File: src/rtl/counter_ctrl_if.sv
// Control strobes and status bundle between software-facing logic and counter_ctrl.
// master drives the strobes and captured inputs; slave is the controller side.
interface counter_ctrl_if #(
    parameter int WIDTH = 4
);
    logic             start;
    logic             pause;
    logic             abort;
    logic             mode_auto;
    logic             dir_up;
    logic [WIDTH-1:0] load_val;
    logic [WIDTH-1:0] count;
    logic             busy;
    logic             paused;
    logic             done;
    logic             tc;

    modport master (
        output start, pause, abort, mode_auto, dir_up, load_val,
        input  count, busy, paused, done, tc
    );

    modport slave (
        input  start, pause, abort, mode_auto, dir_up, load_val,
        output count, busy, paused, done, tc
    );
endinterface

File: src/rtl/counter_ctrl.sv
// Programmable one-shot / auto-reload up/down timer around a WIDTH-bit count register.
// Optional tick prescaler enabled by defining COUNTER_CTRL_PRESCALE_EN.
module counter_ctrl #(
    parameter int WIDTH    = 4,
    parameter int PRESCALE = 4
) (
    input logic           clk,
    input logic           rst,
    counter_ctrl_if.slave bus
);
    typedef enum logic [1:0] {ST_IDLE, ST_RUN, ST_PAUSE, ST_DONE} state_t;

    state_t           r_state, w_state_nxt;
    logic [WIDTH-1:0] r_count, w_count_nxt;
    logic [WIDTH-1:0] r_load, w_load_nxt;
    logic             r_dir_up, w_dir_up_nxt;
    logic             r_auto, w_auto_nxt;
    logic             r_tc, w_tc_nxt;
    logic [WIDTH-1:0] w_start_val, w_end_val, w_in_start_val;
    logic             w_tick;

    if (PRESCALE < 1) begin : g_bad_prescale
        $error("counter_ctrl: PRESCALE must be at least 1");
    end

    assign w_start_val    = r_dir_up ? '0 : r_load;
    assign w_end_val      = r_dir_up ? r_load : '0;
    assign w_in_start_val = bus.dir_up ? '0 : bus.load_val;

`ifdef COUNTER_CTRL_PRESCALE_EN
    localparam int            PW         = (PRESCALE > 1) ? $clog2(PRESCALE) : 1;
    localparam logic [PW-1:0] PRESC_LAST = PW'(PRESCALE - 1);

    logic [PW-1:0] r_presc, w_presc_nxt;

    assign w_tick = (r_presc == PRESC_LAST);
`else
    assign w_tick = 1'b1;
`endif

    // NOTE: every next-state variable gets its default first so no path leaves it unassigned (no latches).
    always_comb begin
        w_state_nxt  = r_state;
        w_count_nxt  = r_count;
        w_load_nxt   = r_load;
        w_dir_up_nxt = r_dir_up;
        w_auto_nxt   = r_auto;
        w_tc_nxt     = 1'b0;
`ifdef COUNTER_CTRL_PRESCALE_EN
        w_presc_nxt  = r_presc;
`endif
        if (bus.abort) begin
            w_state_nxt = ST_IDLE;
            w_count_nxt = '0;
`ifdef COUNTER_CTRL_PRESCALE_EN
            w_presc_nxt = '0;
`endif
        end else begin
            case (r_state)
                ST_IDLE: begin
                    if (bus.start) begin
                        w_load_nxt   = bus.load_val;
                        w_dir_up_nxt = bus.dir_up;
                        w_auto_nxt   = bus.mode_auto;
                        w_count_nxt  = w_in_start_val;
                        w_state_nxt  = ST_RUN;
`ifdef COUNTER_CTRL_PRESCALE_EN
                        w_presc_nxt  = '0;
`endif
                    end
                end
                ST_RUN: begin
                    // A tick coinciding with pause entry is dropped and the prescaler holds.
                    if (bus.pause) begin
                        w_state_nxt = ST_PAUSE;
                    end else begin
`ifdef COUNTER_CTRL_PRESCALE_EN
                        w_presc_nxt = w_tick ? '0 : r_presc + PW'(1);
`endif
                        if (w_tick) begin
                            if (r_count == w_end_val) begin
                                w_tc_nxt = 1'b1;
                                if (r_auto) w_count_nxt = w_start_val;
                                else        w_state_nxt = ST_DONE;
                            end else if (r_dir_up) begin
                                w_count_nxt = r_count + WIDTH'(1);
                            end else begin
                                w_count_nxt = r_count - WIDTH'(1);
                            end
                        end
                    end
                end
                ST_PAUSE: begin
                    if (!bus.pause) w_state_nxt = ST_RUN;
                end
                default: w_state_nxt = ST_IDLE;
            endcase
        end
    end

    // NOTE: sequential state uses non-blocking assignments so all registers update together.
    always_ff @(posedge clk or negedge rst) begin
        if (!rst) begin
            r_state  <= ST_IDLE;
            r_count  <= '0;
            r_load   <= '0;
            r_dir_up <= 1'b0;
            r_auto   <= 1'b0;
            r_tc     <= 1'b0;
`ifdef COUNTER_CTRL_PRESCALE_EN
            r_presc  <= '0;
`endif
        end else begin
            r_state  <= w_state_nxt;
            r_count  <= w_count_nxt;
            r_load   <= w_load_nxt;
            r_dir_up <= w_dir_up_nxt;
            r_auto   <= w_auto_nxt;
            r_tc     <= w_tc_nxt;
`ifdef COUNTER_CTRL_PRESCALE_EN
            r_presc  <= w_presc_nxt;
`endif
        end
    end

    assign bus.count  = r_count;
    assign bus.busy   = (r_state == ST_RUN) || (r_state == ST_PAUSE);
    assign bus.paused = (r_state == ST_PAUSE);
    assign bus.done   = (r_state == ST_DONE);
    assign bus.tc     = r_tc;
endmodule

File: src/flat_wrapper.sv
// flat-port wrapper written by rule: the top's interface ports become plain ports
module counter_ctrl_flat 
#(
    parameter int WIDTH    = 4,
    parameter int PRESCALE = 4
)
  (clk, rst, bus_start, bus_pause, bus_abort, bus_mode_auto, bus_dir_up, bus_load_val, bus_count, bus_busy, bus_paused, bus_done, bus_tc);
  counter_ctrl_if #(.WIDTH(WIDTH)) bus_i ();
  input logic clk;
  input logic rst;
  input wire logic [$bits(bus_i.start)-1:0] bus_start;
  input wire logic [$bits(bus_i.pause)-1:0] bus_pause;
  input wire logic [$bits(bus_i.abort)-1:0] bus_abort;
  input wire logic [$bits(bus_i.mode_auto)-1:0] bus_mode_auto;
  input wire logic [$bits(bus_i.dir_up)-1:0] bus_dir_up;
  input wire logic [$bits(bus_i.load_val)-1:0] bus_load_val;
  output wire logic [$bits(bus_i.count)-1:0] bus_count;
  output wire logic [$bits(bus_i.busy)-1:0] bus_busy;
  output wire logic [$bits(bus_i.paused)-1:0] bus_paused;
  output wire logic [$bits(bus_i.done)-1:0] bus_done;
  output wire logic [$bits(bus_i.tc)-1:0] bus_tc;
  assign bus_i.start = bus_start;
  assign bus_i.pause = bus_pause;
  assign bus_i.abort = bus_abort;
  assign bus_i.mode_auto = bus_mode_auto;
  assign bus_i.dir_up = bus_dir_up;
  assign bus_i.load_val = bus_load_val;
  assign bus_count = bus_i.count;
  assign bus_busy = bus_i.busy;
  assign bus_paused = bus_i.paused;
  assign bus_done = bus_i.done;
  assign bus_tc = bus_i.tc;
  counter_ctrl #(.WIDTH(WIDTH), .PRESCALE(PRESCALE)) u_core (.clk(clk), .rst(rst), .bus(bus_i));
endmodule
File: config.mk
export PLATFORM = sky130hd
export DESIGN_NAME = counter_ctrl_flat
export DESIGN_NICKNAME = d
export VERILOG_FILES = /design/src/rtl/counter_ctrl_if.sv /design/src/rtl/counter_ctrl.sv /design/src/flat_wrapper.sv
export SDC_FILE = /design/constraint.sdc
export NUM_CORES = 1
export LEC_CHECK = 0
export CAP_MARGIN = 20
export CORE_MARGIN = 4
export CORE_UTILIZATION = 54
export DETAILED_ROUTE_END_ITERATION = 12
export PLACE_DENSITY = 0.79
export SETUP_SLACK_MARGIN = 0.4
export SLEW_MARGIN = 20
export SYNTH_ARGS = -nofsm -noshare
export SYNTH_HDL_FRONTEND = slang
export SYNTH_SLANG_ARGS = --single-unit
File: constraint.sdc
create_clock -name clk -period 5 [get_ports clk]
set_input_delay 1 -clock clk [delete_from_list [all_inputs] [get_ports clk]]
set_output_delay 1 -clock clk [all_outputs]
set_load 0.005 [all_outputs]
# Yosys cells after proc, flatten, opt, wreduce, memory -nomap -nowiden
# Index checks and enable logic that the tools add are counted.
# word_totals
ram_bits,0
latch_bits,0
in_bits,11
memories,0
mem_bits_ro,0
reg_bits,13
out_inout_bits,8
elab_cells,46
# classes
order_cmp,0
n_mul,0
n_div,0
n_eq_ne,10
shifts,0
n_addsub,2
muxes,21
n_reduce_logical,6
bitwise,1
# ops
operator,count
2-to-1 mux 4 bit,9
2-to-1 mux 2 bit,6
"inequality test 3 bit, second input constant",3
"inequality test 4 x 3 -> 1 bit, second input constant",2
case mux 4 bit (2 select lines),1
AND reduction 4 bit,2
case mux 2 bit (3 select lines),1
"adder 4 x 1 -> 4 bit, second input constant",1
"== test 2 bit, second input constant",2
== test 4 bit,1
2-to-1 mux 1 bit,4
"inequality test 4 bit, second input constant",1
"subtractor 4 x 1 -> 4 bit, second input constant",1
AND reduction 3 bit,1
nonzero test 3 bit,1
"== test 2 x 1 -> 1 bit, second input constant",1
zero test 2 bit,1
logical OR 1 bit,1
inverter 1 bit,1

# Longest topological paths before layout
# Gate-level depths: netlist of run 1.
# logic_depth
depth_word,6
depth_mapped,9
ltp_nobuf,8

# Least setup slack after synthesis of run 1
# Ideal clock, no wire load.
# synth_path
path_type,in2reg
start,in bus_abort
end,reg u_core.r_auto
required_time_ps,4875
setup_ps,125
slack_ps,3053
stages,3
path_buffers,1
arrival_ps,1823
path_cell_list,clkbuf_1 > nand3b_1 > mux2_2
# synth_between
elab_chain_len,2
# synth_lines
item,line_no,source
from (decl),flat_wrapper.sv:13,input wire logic [$bits(bus_i.abort)-1:0] bus_abort;
inverter 1 bit (no source line),--,
AND reduction 3 bit (no source line),--,
to (signal assigned),counter_ctrl.sv:118,r_auto <= w_auto_nxt;
to (decl),counter_ctrl.sv:17,"logic r_auto, w_auto_nxt;"
# No other way between the ends.
# A chain may end at the register's enable or synchronous reset.

# Worst setup path after layout of run 1
# layout_path
start,reg u_core.r_state[0]
end,out bus_busy
# layout_between
elab_chain_len,2
elab_cells_between_ends,3
cone_classes,2 x eq/ne; 1 x reduce/logical
# layout_lines
item,line_no,source
from (decl),counter_ctrl.sv:13,"state_t r_state, w_state_nxt;"
from (signal assigned),counter_ctrl.sv:114,r_state <= w_state_nxt;
== test 2 x 1 -> 1 bit or == test 2 bit (tied branches),counter_ctrl.sv:127,assign bus.busy = (r_state == ST_RUN) || (r_state == ST_PAUSE);
logical OR 1 bit *,counter_ctrl.sv:127,
to (decl),flat_wrapper.sv:18,output wire logic [$bits(bus_i.busy)-1:0] bus_busy;
# Mark *: on every way between the ends. The rest lies on a longest branch, timed or not.

==> results of run 1 <==
Yosys cell counts:
cell	instances
fa_1	1
mux2i_1	2
nand2_2	1
nand4_1	3
a21oi_1	3
nand2_1	6
nor2b_1	1
a31oi_4	1
buf_2	1
inv_1	7
mux2_2	6
nor3b_1	1
a211oi_1	3
and2_2	1
nand3b_1	1
a21o_1	1
ha_1	7
xor2_1	3
a22oi_1	2
nand2b_1	3
buf_6	1
o211ai_1	1
a32oi_1	1
xnor2_1	2
a21oi_2	1
a211o_1	1
o21ai_1	2
dfrtp_1	13
or4_4	1
nand3_1	1
a311oi_1	1
clkbuf_1	1
nand4b_1	1
nor2_2	1
o22a_2	1
nor2_1	9
o21ai_0	3
a32oi_4	1
layout make-up:
| type | instances | area (um^2) |
|---|---|---|
| Multi-Input combinational cell | 73 | 586 |
| Tap cell | 24 | 30.0 |
| Sequential cell | 13 | 325 |
| Inverter | 7 | 26.3 |
| Clock buffer | 3 | 22.5 |
| Fill cell | 118 | 419 |
| Timing Repair Buffer | 18 | 180 |
| Clock inverter | 1 | 5.00 |
metal layers:
layer / GRT usage / up-vias / share of wire
li1: - / 383 / -
met1: 0.222 / 364 / 0.44
met2: 0.324 / 14 / 0.52
met3: 0.0211 / 4 / 0.028
met4: 0.0922 / 0 / 0.011
met5: 0 / - / 0
worst min path at each step:
stage          slack (ns)            end  cells past startpoint          start
6_report             0.51  u_core.r_auto                      1  u_core.r_auto
4_1_cts              0.51  u_core.r_auto                      1  u_core.r_auto
3_3_place_gp         0.49  u_core.r_auto                      1  u_core.r_auto
2_1_floorplan        0.48  u_core.r_auto                      1  u_core.r_auto
3_5_place_dp         0.49  u_core.r_auto                      1  u_core.r_auto
5_1_grt              0.54  u_core.r_auto                      1  u_core.r_auto
state kept, by name, summed over array words and instances (netlist names):
register          flops
u_core.bus.tc         1
u_core.r_load         4
u_core.r_auto         1
u_core.bus.count      4
u_core.r_state        2
u_core.r_dir_up       1
where the power goes:
part | leakage (nW) | internal (mW) | switching [mW]
Sequential | 0.163 | 0.148 | 0.0677
Combinational | 0.309 | 0.207 | 0.212
Clock | 0.0177 | 0.0296 | 0.0339
Total | 0.490 | 0.384 | 0.313
cells by family after synthesis:
group / Yosys count / share of synthesized area
AO/OA/AOI/OAI: 22 / 0.195
XOR/XNOR: 5 / 0.0458
adder cells (fa/ha/maj): 8 / 0.112
buffers and inverters: 10 / 0.0484
flip-flops: 13 / 0.340
multiplexers: 8 / 0.0915
AND/OR/NAND/NOR: 30 / 0.167
worst max-delay path, stage by stage, from the launching register on:
cell and delay (ns):
dfrtp_1 0.41, inv_1 0.10, ha_1 0.28, clkdlybuf4s50_1 0.49
==> out/summary.txt, run 1 <==
Max-slew violation count: 0
Core Util, Final: 0.737
Post-route setup TNS: 0 ns
Leakage: 0.490 nW
Pre-CTS WS: 2.52 ns
CP required: 4.00 ns
Final hold viol count: 0
Hold_buf cts: 0
Die H: 50.1 um
Worst-path fanout max: 4
Clock Path Buffers: 2
Synth Area per Inst: 9.97 um^2
Post-Route WL: 2.04 mm
Fin crit period: 2.55 ns
Reg2Reg Depth: 8
Setup Buffers After CTS: 0
Critical path data arrival time: 1.55 ns
Total power: 0.697 mW
Yosys top cell area share: 0.340
1st-pass router iterations: 4
GR Overflow Total: 0
Status: finished clean
Post-Layout Cell Count: 139
Slew margin rel.: 0.614
Register clock-pin slew on the reported worst setup and hold paths: 0.08 ns
Sequential share of the synthesized area: 0.340
Vias per cell: 5.50
Most frequent cells in the layout: 18 x clkdlybuf4s50_1, 13 x dfrtp_1, 9 x nor2_1
Core Box Area: 1590 um^2
R2r startpoint: u_core.r_dir_up
Final #Nets: 135
Clock Latency Late Sink: 0.27 ns
Cell area after synthesis: 957 um^2
# setup viols final: 0
WL per Instance: 14.6 um
R2r endpoint: u_core.bus.count[3]
Synth Register Bits: 13
Sink Count: 13
Port bufs: 18
Antenna cells: 0
Synthesized Nets: 115
Initial core utilization: 0.600
Kind of critical path: register to output pin
Die X: 50.1 um
I/O pins: 19
Max-Cap Viols: 0
Die area: 2510 um^2
RSZ-0062 raised after global routing: false
Most common cell after layout, fill and taps aside: clkdlybuf4s50_1
VDD IR max: 0.000353 V
CTS tree: built
Placed Cells: 135
Top cells by area, synth: dfrtp_1 34%, ha_1 9.2%, mux2_2 7.1%, nor2_1 3.5%, a32oi_4 2.9%
Post-CTS sizing: 0
GRT Overall Usage: 0.185
Layout cell share with drive strength beyond 1: 0.157
Nature of the critical path endpoint: output pin
First-pass GRT wire length: 3.56 mm
Initial antenna violation count: 0
Worst Tran Pin Value: 0.577 ns
CTS Buf Count: 3
Vias in the first global route: 827
Cell area power density: 593 nW/um^2
YS warnings: 0
GPL Wtd Cong: 0.860
Final WS setup: 2.45 ns
HP Class: register to register
Critical path endpoint: bus_busy
Final Cycle Share: 0.510
Area grow syn2layout: 22.7%
Final instance area: 1170 um^2
CTS root buf: clkbuf_4
FF-to-FF setup slack: 2.90 ns
Largest net degree at the start of global routing: 14
Placed Area: 1150 um^2
Synth cell types: 38
Startpoint type of the worst setup path: register
Initial drt markers: 4
Final ANT Viol Nets: 0
Number of vias in the routed layout: 765
Rows: 14
Detailed Place HPWL: 1.64 mm
CTS H-tree lvls: 1
Leading area contributor after synthesis: dfrtp_1
Fmax: 0.392 GHz
DR DRC count: 0
Hold_ws: 0.512 ns
Synthesized instance count: 96
Skew final: 0.00652 ns
Crit. Startpoint: u_core.r_state[0]
Note: power is estimated with default switching activity, not from simulation.
==> inputs of run 2 (changes only) <==
Settings changed: CORE_UTILIZATION 54 to 45, PLACE_DENSITY 0.79 to 0.7.
Clock period 5 ns to 2.3 ns, I/O delays scaled along.
==> run 2 against run 1 <==
Compared with the run above:
- hold slack gained 0.0085 ns
- utilization shrank 9.9 points
- sequential power grew 110%
- design area grew 7.6%
- critical path type is now register to register
- critical endpoint is now u_core.bus.count[3]
- setup slack lost 2.0 ns
- register-to-register slack lost 2.4 ns
- via count grew 6.0%
- clock power grew 120%
- critical path depth grew 5
- sequential cell count is the same
- wire length grew 7.3%
==> out/summary.txt, run 2 (synthesis results as in run 1) <==
Status: finished clean
Min-delay src: u_core.r_auto
VDD IR max: 0.000725 V (+110%)
CTS H-tree lvls: 1 (unchanged)
Initial drt markers: 7 (+3)
Nature of the critical path endpoint: register
Rows: 16 (+2)
# setup viols final: 0 (unchanged)
Multi-input logic area: 596 um^2 (+1.7%)
Hold_ws: 0.521 ns (+0.00851 ns)
Sink Count: 13 (unchanged)
Total power: 1.65 mW (+140%)
Initial antenna violation count: 0 (unchanged)
CTS tree: built
First-pass GRT wire length: 3.73 mm (+4.8%)
Antenna cells: 0 (unchanged)
Vias in the first global route: 837 (+1.2%)
Final hold viol count: 0 (unchanged)
HP Class: register to register
1st-pass router iterations: 4 (unchanged)
Kind of critical path: register to register
Final #Nets: 142 (+5.2%)
Core Util, Final: 0.638 (-0.0994)
Detailed Place HPWL: 1.58 mm (-4.1%)
Fmax: 0.547 GHz
Largest net degree at the start of global routing: 14 (unchanged)
Reg2Reg Depth: 8 (unchanged)
DR DRC count: 0 (unchanged)
Hold path depth: 1 (unchanged)
Layout cell share with drive strength beyond 1: 0.254 (+0.0976)
Most frequent cells in the layout: 15 x clkdlybuf4s50_1, 10 x dfrtp_1, 9 x nor2_1
Area grow syn2layout: 32.0%
Register clock-pin slew on the reported worst setup and hold paths: 0.08 ns (about the same)
Slew margin rel.: 0.587 (-0.0279)
Most common cell after layout, fill and taps aside: clkdlybuf4s50_1
Initial core utilization: 0.483 (-0.118)
GR Overflow Total: 0 (unchanged)
Post-Route WL: 2.19 mm (+7.3%)
Skew final: 0.00225 ns (-0.00426 ns)
Worst-path fanout max: 5 (+1)
Die X: 54.1 um (+8.0%)
R2r startpoint: u_core.r_dir_up
R2r endpoint: u_core.bus.count[3]
I/O pins: 19 (unchanged)
Die area: 2930 um^2 (+17%)
Cell area power density: 1310 nW/um^2 (+120%)
Fillers: 176 (+49%)
Reg area: 329 um^2 (+1.2%)
Startpoint type of the worst setup path: register
Critical path data arrival time: 2.01 ns (+0.46 ns)
Leakage: 0.566 nW (+15%)
Die H: 54.1 um (+8.0%)
FF-to-FF setup slack: 0.47 ns (-2.43 ns)
Max-Cap Viols: 0 (unchanged)
Core Box Area: 1980 um^2 (+24%)
Final Cycle Share: 0.795
CTS Buf Count: 3 (unchanged)
Post-route setup TNS: 0 ns (unchanged)
Number of vias in the routed layout: 811 (+6.0%)
Max-slew violation count: 0 (unchanged)
Final ANT Viol Nets: 0 (unchanged)
CTS root buf: clkbuf_4
CP required: 2.48 ns (-1.52 ns)
Clock Latency Late Sink: 0.27 ns (about the same)
Port bufs: 18 (unchanged)
RSZ-0062 raised after global routing: true
Clock Path Buffers: 2 (unchanged)
Worst Tran Pin Value: 0.618 ns (+0.0417 ns)
WL per Instance: 14.7 um (+0.12%)
Worst hold endpoint: u_core.r_auto
GRT Overall Usage: 0.176 (-0.00902)
Vias per cell: 5.44 (-1.1%)
Fin crit period: 1.83 ns
GPL Wtd Cong: 0.890 (+3.4%)
Hold_buf cts: 0 (unchanged)
==> run 2: how the worst max path moves through the flow <==
stage,from,cells after the start,end
3_5_place_dp,u_core.r_dir_up,8,u_core.bus.count[3]
3_3_place_gp,u_core.r_dir_up,8,u_core.bus.count[3]
2_1_floorplan,u_core.r_dir_up,9,u_core.bus.count[3]
6_report,u_core.r_dir_up,8,u_core.bus.count[3]
5_1_grt,u_core.r_dir_up,8,u_core.bus.count[3]
4_1_cts,u_core.r_state[1],3,bus_busy
==> run 2: worst max-delay path: stages (launching register included) <==
cell      delay (ns)
dfrtp_2         0.44
inv_1           0.11
ha_1            0.23
a21o_1          0.18
a21oi_1         0.17
xnor2_1         0.10
nor3b_1         0.19
a21oi_1         0.07
a311oi_1        0.26
==> run 2: layout make-up <==
cell class / count / area share
multi-input cells: 73 / 0.471
flip-flops and latches: 13 / 0.260
repair buffers: 25 / 0.200
well taps: 27 / 0.0267
clock buffers: 4 / 0.0208
inverters: 7 / 0.0208
==> run 2: layer usage <==
metal,up-vias,wire length [um],global-route usage
met5,-,0,0
met4,0,29,0.0830
met3,4,69,0.0249
met2,15,1170,0.301
met1,395,914,0.215
li1,397,-,-
==> run 2: timing repair <==
item / CTS / global route
pin swaps: 0 / 1
resized for setup: 2 / 8
setup buffers: 2 / 4
hold endpoints to repair: 0 / 0
setup endpoints to repair: 4 / 9
==> run 2: where the power goes <==
| group | internal, mW | switching, mW | leakage [nW] |
|---|---|---|---|
| Combinational | 0.552 | 0.513 | 0.391 |
| Sequential | 0.326 | 0.123 | 0.160 |
| Clock | 0.0672 | 0.0730 | 0.0150 |
==> run 2: metrics by stage <==
step                      cell area, um^2  std cells  setup WS (ns)
after floorplan                       957         96          0.528
after global placement               1160        139          0.384
after detailed placement             1160        139          0.331
after CTS                            1200        145          0.355
after global routing                 1260        149          0.278
final                                1260        149          0.473
==> inputs of run 3 (changes only) <==
Clock period 2.3 ns to 1.65 ns, I/O delays scaled along.
==> run 3 against run 2 <==
Compared with the run above:
- the run now ends with negative setup slack left
- sequential cell count unchanged
- total power increased by 90%
- first-iteration DRC count grew to 3.1 times the previous value
- critical endpoint is now u_core.bus.count[0]
- largest power group unchanged
==> out/summary.txt, run 3 (synthesis results as in run 1) <==
Final ANT Viol Nets: 0 (unchanged)
Post-Layout Cell Count: 179 (+20%)
# setup viols final: 6 (+6)
VDD IR max: 0.00117 V (+61%)
Reg area: 332 um^2 (+0.76%)
CP max stage cell: dfrtp_2
Final WS setup: -0.166 ns (-0.639 ns)
CTS root buf: clkbuf_4
Hold_buf cts: 0 (unchanged)
Multi-input logic area: 722 um^2 (+21%)
Nature of the critical path endpoint: register
Sink Count: 13 (unchanged)
Final instance area: 1660 um^2 (+32%)
WL per Instance: 16.5 um (+13%)
Hold_ws: 0.350 ns (-0.171 ns)
Slew margin rel.: 0.786 (+0.199)
First-pass GRT wire length: 4.62 mm (+24%)
Register clock-pin slew on the reported worst setup and hold paths: 0.08 ns (about the same)
DR DRC count: 0 (unchanged)
Leakage: 0.750 nW (+32%)
Area grow syn2layout: 73.7%
Die X: 54.1 um (unchanged)
Fillers: 103 (-41%)
Startpoint type of the worst setup path: register
Final Cycle Share: 1.10 (+0.306)
Die H: 54.1 um (unchanged)
Worst Tran Pin Value: 0.322 ns (-0.297 ns)
Layout cell share with drive strength beyond 1: 0.546 (+0.292)
GPL Wtd Cong: 0.818 (-8.1%)
Post-Route WL: 2.96 mm (+36%)
Status: finished with violations
Port bufs: 18 (unchanged)
HP Class: input port to async pin
1st-pass router iterations: 4 (unchanged)
Fmax: 0.551 GHz (+0.63%)
GR Overflow Total: 0 (unchanged)
CTS H-tree lvls: 1 (unchanged)
Clock Latency Late Sink: 0.28 ns (about the same)
Detailed Place HPWL: 1.86 mm (+18%)
Cell area power density: 1890 nW/um^2 (+44%)
GRT Overall Usage: 0.227 (+0.0511)
RSZ-0062 raised after global routing: true
CTS tree: built
Final #Nets: 172 (+21%)
CTS Buf Count: 3 (unchanged)
Core Util, Final: 0.839 (+0.201)
Pre-CTS WS: -0.251 ns (-0.582 ns)
Placed Area: 1320 um^2 (+14%)
CP required: 1.80 ns (-0.68 ns)
Largest net degree at the start of global routing: 14 (unchanged)
Critical path data arrival time: 1.97 ns (-0.04 ns)
Most common cell after layout, fill and taps aside: buf_4
Most frequent cells in the layout: 26 x buf_4, 14 x buf_6, 10 x clkdlybuf4s50_1
Clock Path Buffers: 2 (unchanged)
Crit-path max cell delay: 0.45 ns (about the same)
Max-Cap Viols: 0 (unchanged)
Vias per cell: 5.42 (-0.34%)
Skew final: 0.00741 ns (+0.00516 ns)
Final hold viol count: 0 (unchanged)
FF-to-FF setup slack: -0.17 ns (-0.64 ns)
Initial core utilization: 0.483 (unchanged)
Die area: 2930 um^2 (unchanged)
Failing checks: negative setup slack
I/O pins: 19 (unchanged)
Kind of critical path: register to register
Rows: 16 (unchanged)
Initial antenna violation count: 0 (unchanged)
Vias in the first global route: 977 (+17%)
Number of vias in the routed layout: 971 (+20%)
Antenna cells: 0 (unchanged)
Max-slew violation count: 0 (unchanged)
Fin crit period: 1.82 ns (-0.0115 ns)
Worst-path fanout max: 6 (+1)
Crit-path cells: xnor2_2, nand4_1, a32oi_4, buf_12, o21ai_1, a32oi_1, a211oi_2
Core Box Area: 1980 um^2 (unchanged)
Placed Cells: 156 (+12%)
Initial drt markers: 22 (+15)
==> run 3: final cells by class <==
class | instances | area share
multi-input combinational | 73 | 0.434
sequential | 13 | 0.199
timing repair buffer | 55 | 0.313
tap | 27 | 0.0203
clock buffer | 4 | 0.0158
inverter | 7 | 0.0173
==> run 3: power by group <==
part / switching (mW) / leakage (nW) / internal [mW]
combinational: 1.01 / 0.577 / 1.30
clock: 0.102 / 0.0150 / 0.0938
sequential: 0.178 / 0.157 / 0.459
total: 1.29 / 0.750 / 1.85
==> run 3: through the flow <==
stage / power, mW / setup TNS [ns]
6_report: 3.15 / -0.734
3_5_place_dp: 2.24 / -1.17
5_1_grt: 3.38 / -1.24
3_3_place_gp: 2.18 / -0.884
2_1_floorplan: 1.65 / -0.0271
4_1_cts: 2.90 / -0.616
==> run 3: timing repair <==
item | in CTS | in global routing
pin swaps | 3 | 14
setup buffers | 12 | 7
endpoints found under the setup margin | 21 | 21
resized for setup | 56 | 12
==> run 3: per-layer routing <==
| layer | global-route usage | wire length (um) |
|---|---|---|
| met5 | 0 | 0 |
| met4 | 0.116 | 100 |
| met3 | 0.0249 | 100 |
| met2 | 0.398 | 1530 |
| met1 | 0.270 | 1230 |
==> run 3: worst paths after layout <==
path,startpoint,depth (start not counted),to
max,u_core.bus.count[2],7,u_core.bus.count[0]
min,rst,2,u_core.r_load[0]
max reg2reg,u_core.bus.count[2],7,u_core.bus.count[0]
min reg2reg,u_core.r_auto,1,u_core.r_auto
max in group asynchronous,rst,2,u_core.bus.count[1]
min in group clk,u_core.r_auto,1,u_core.r_auto
==> run 3: critical path: cells and delay by family, from the launching register on <==
| family | cells | cell delay, ns |
|---|---|---|
| AOI/OAI and AO/OA | 4 | 0.73 |
| DFF | 1 | 0.45 |
| xor gates and xnor gates | 1 | 0.18 |
| and+or+nand+nor | 1 | 0.16 |
| buffers and inverters | 1 | 0.16 |
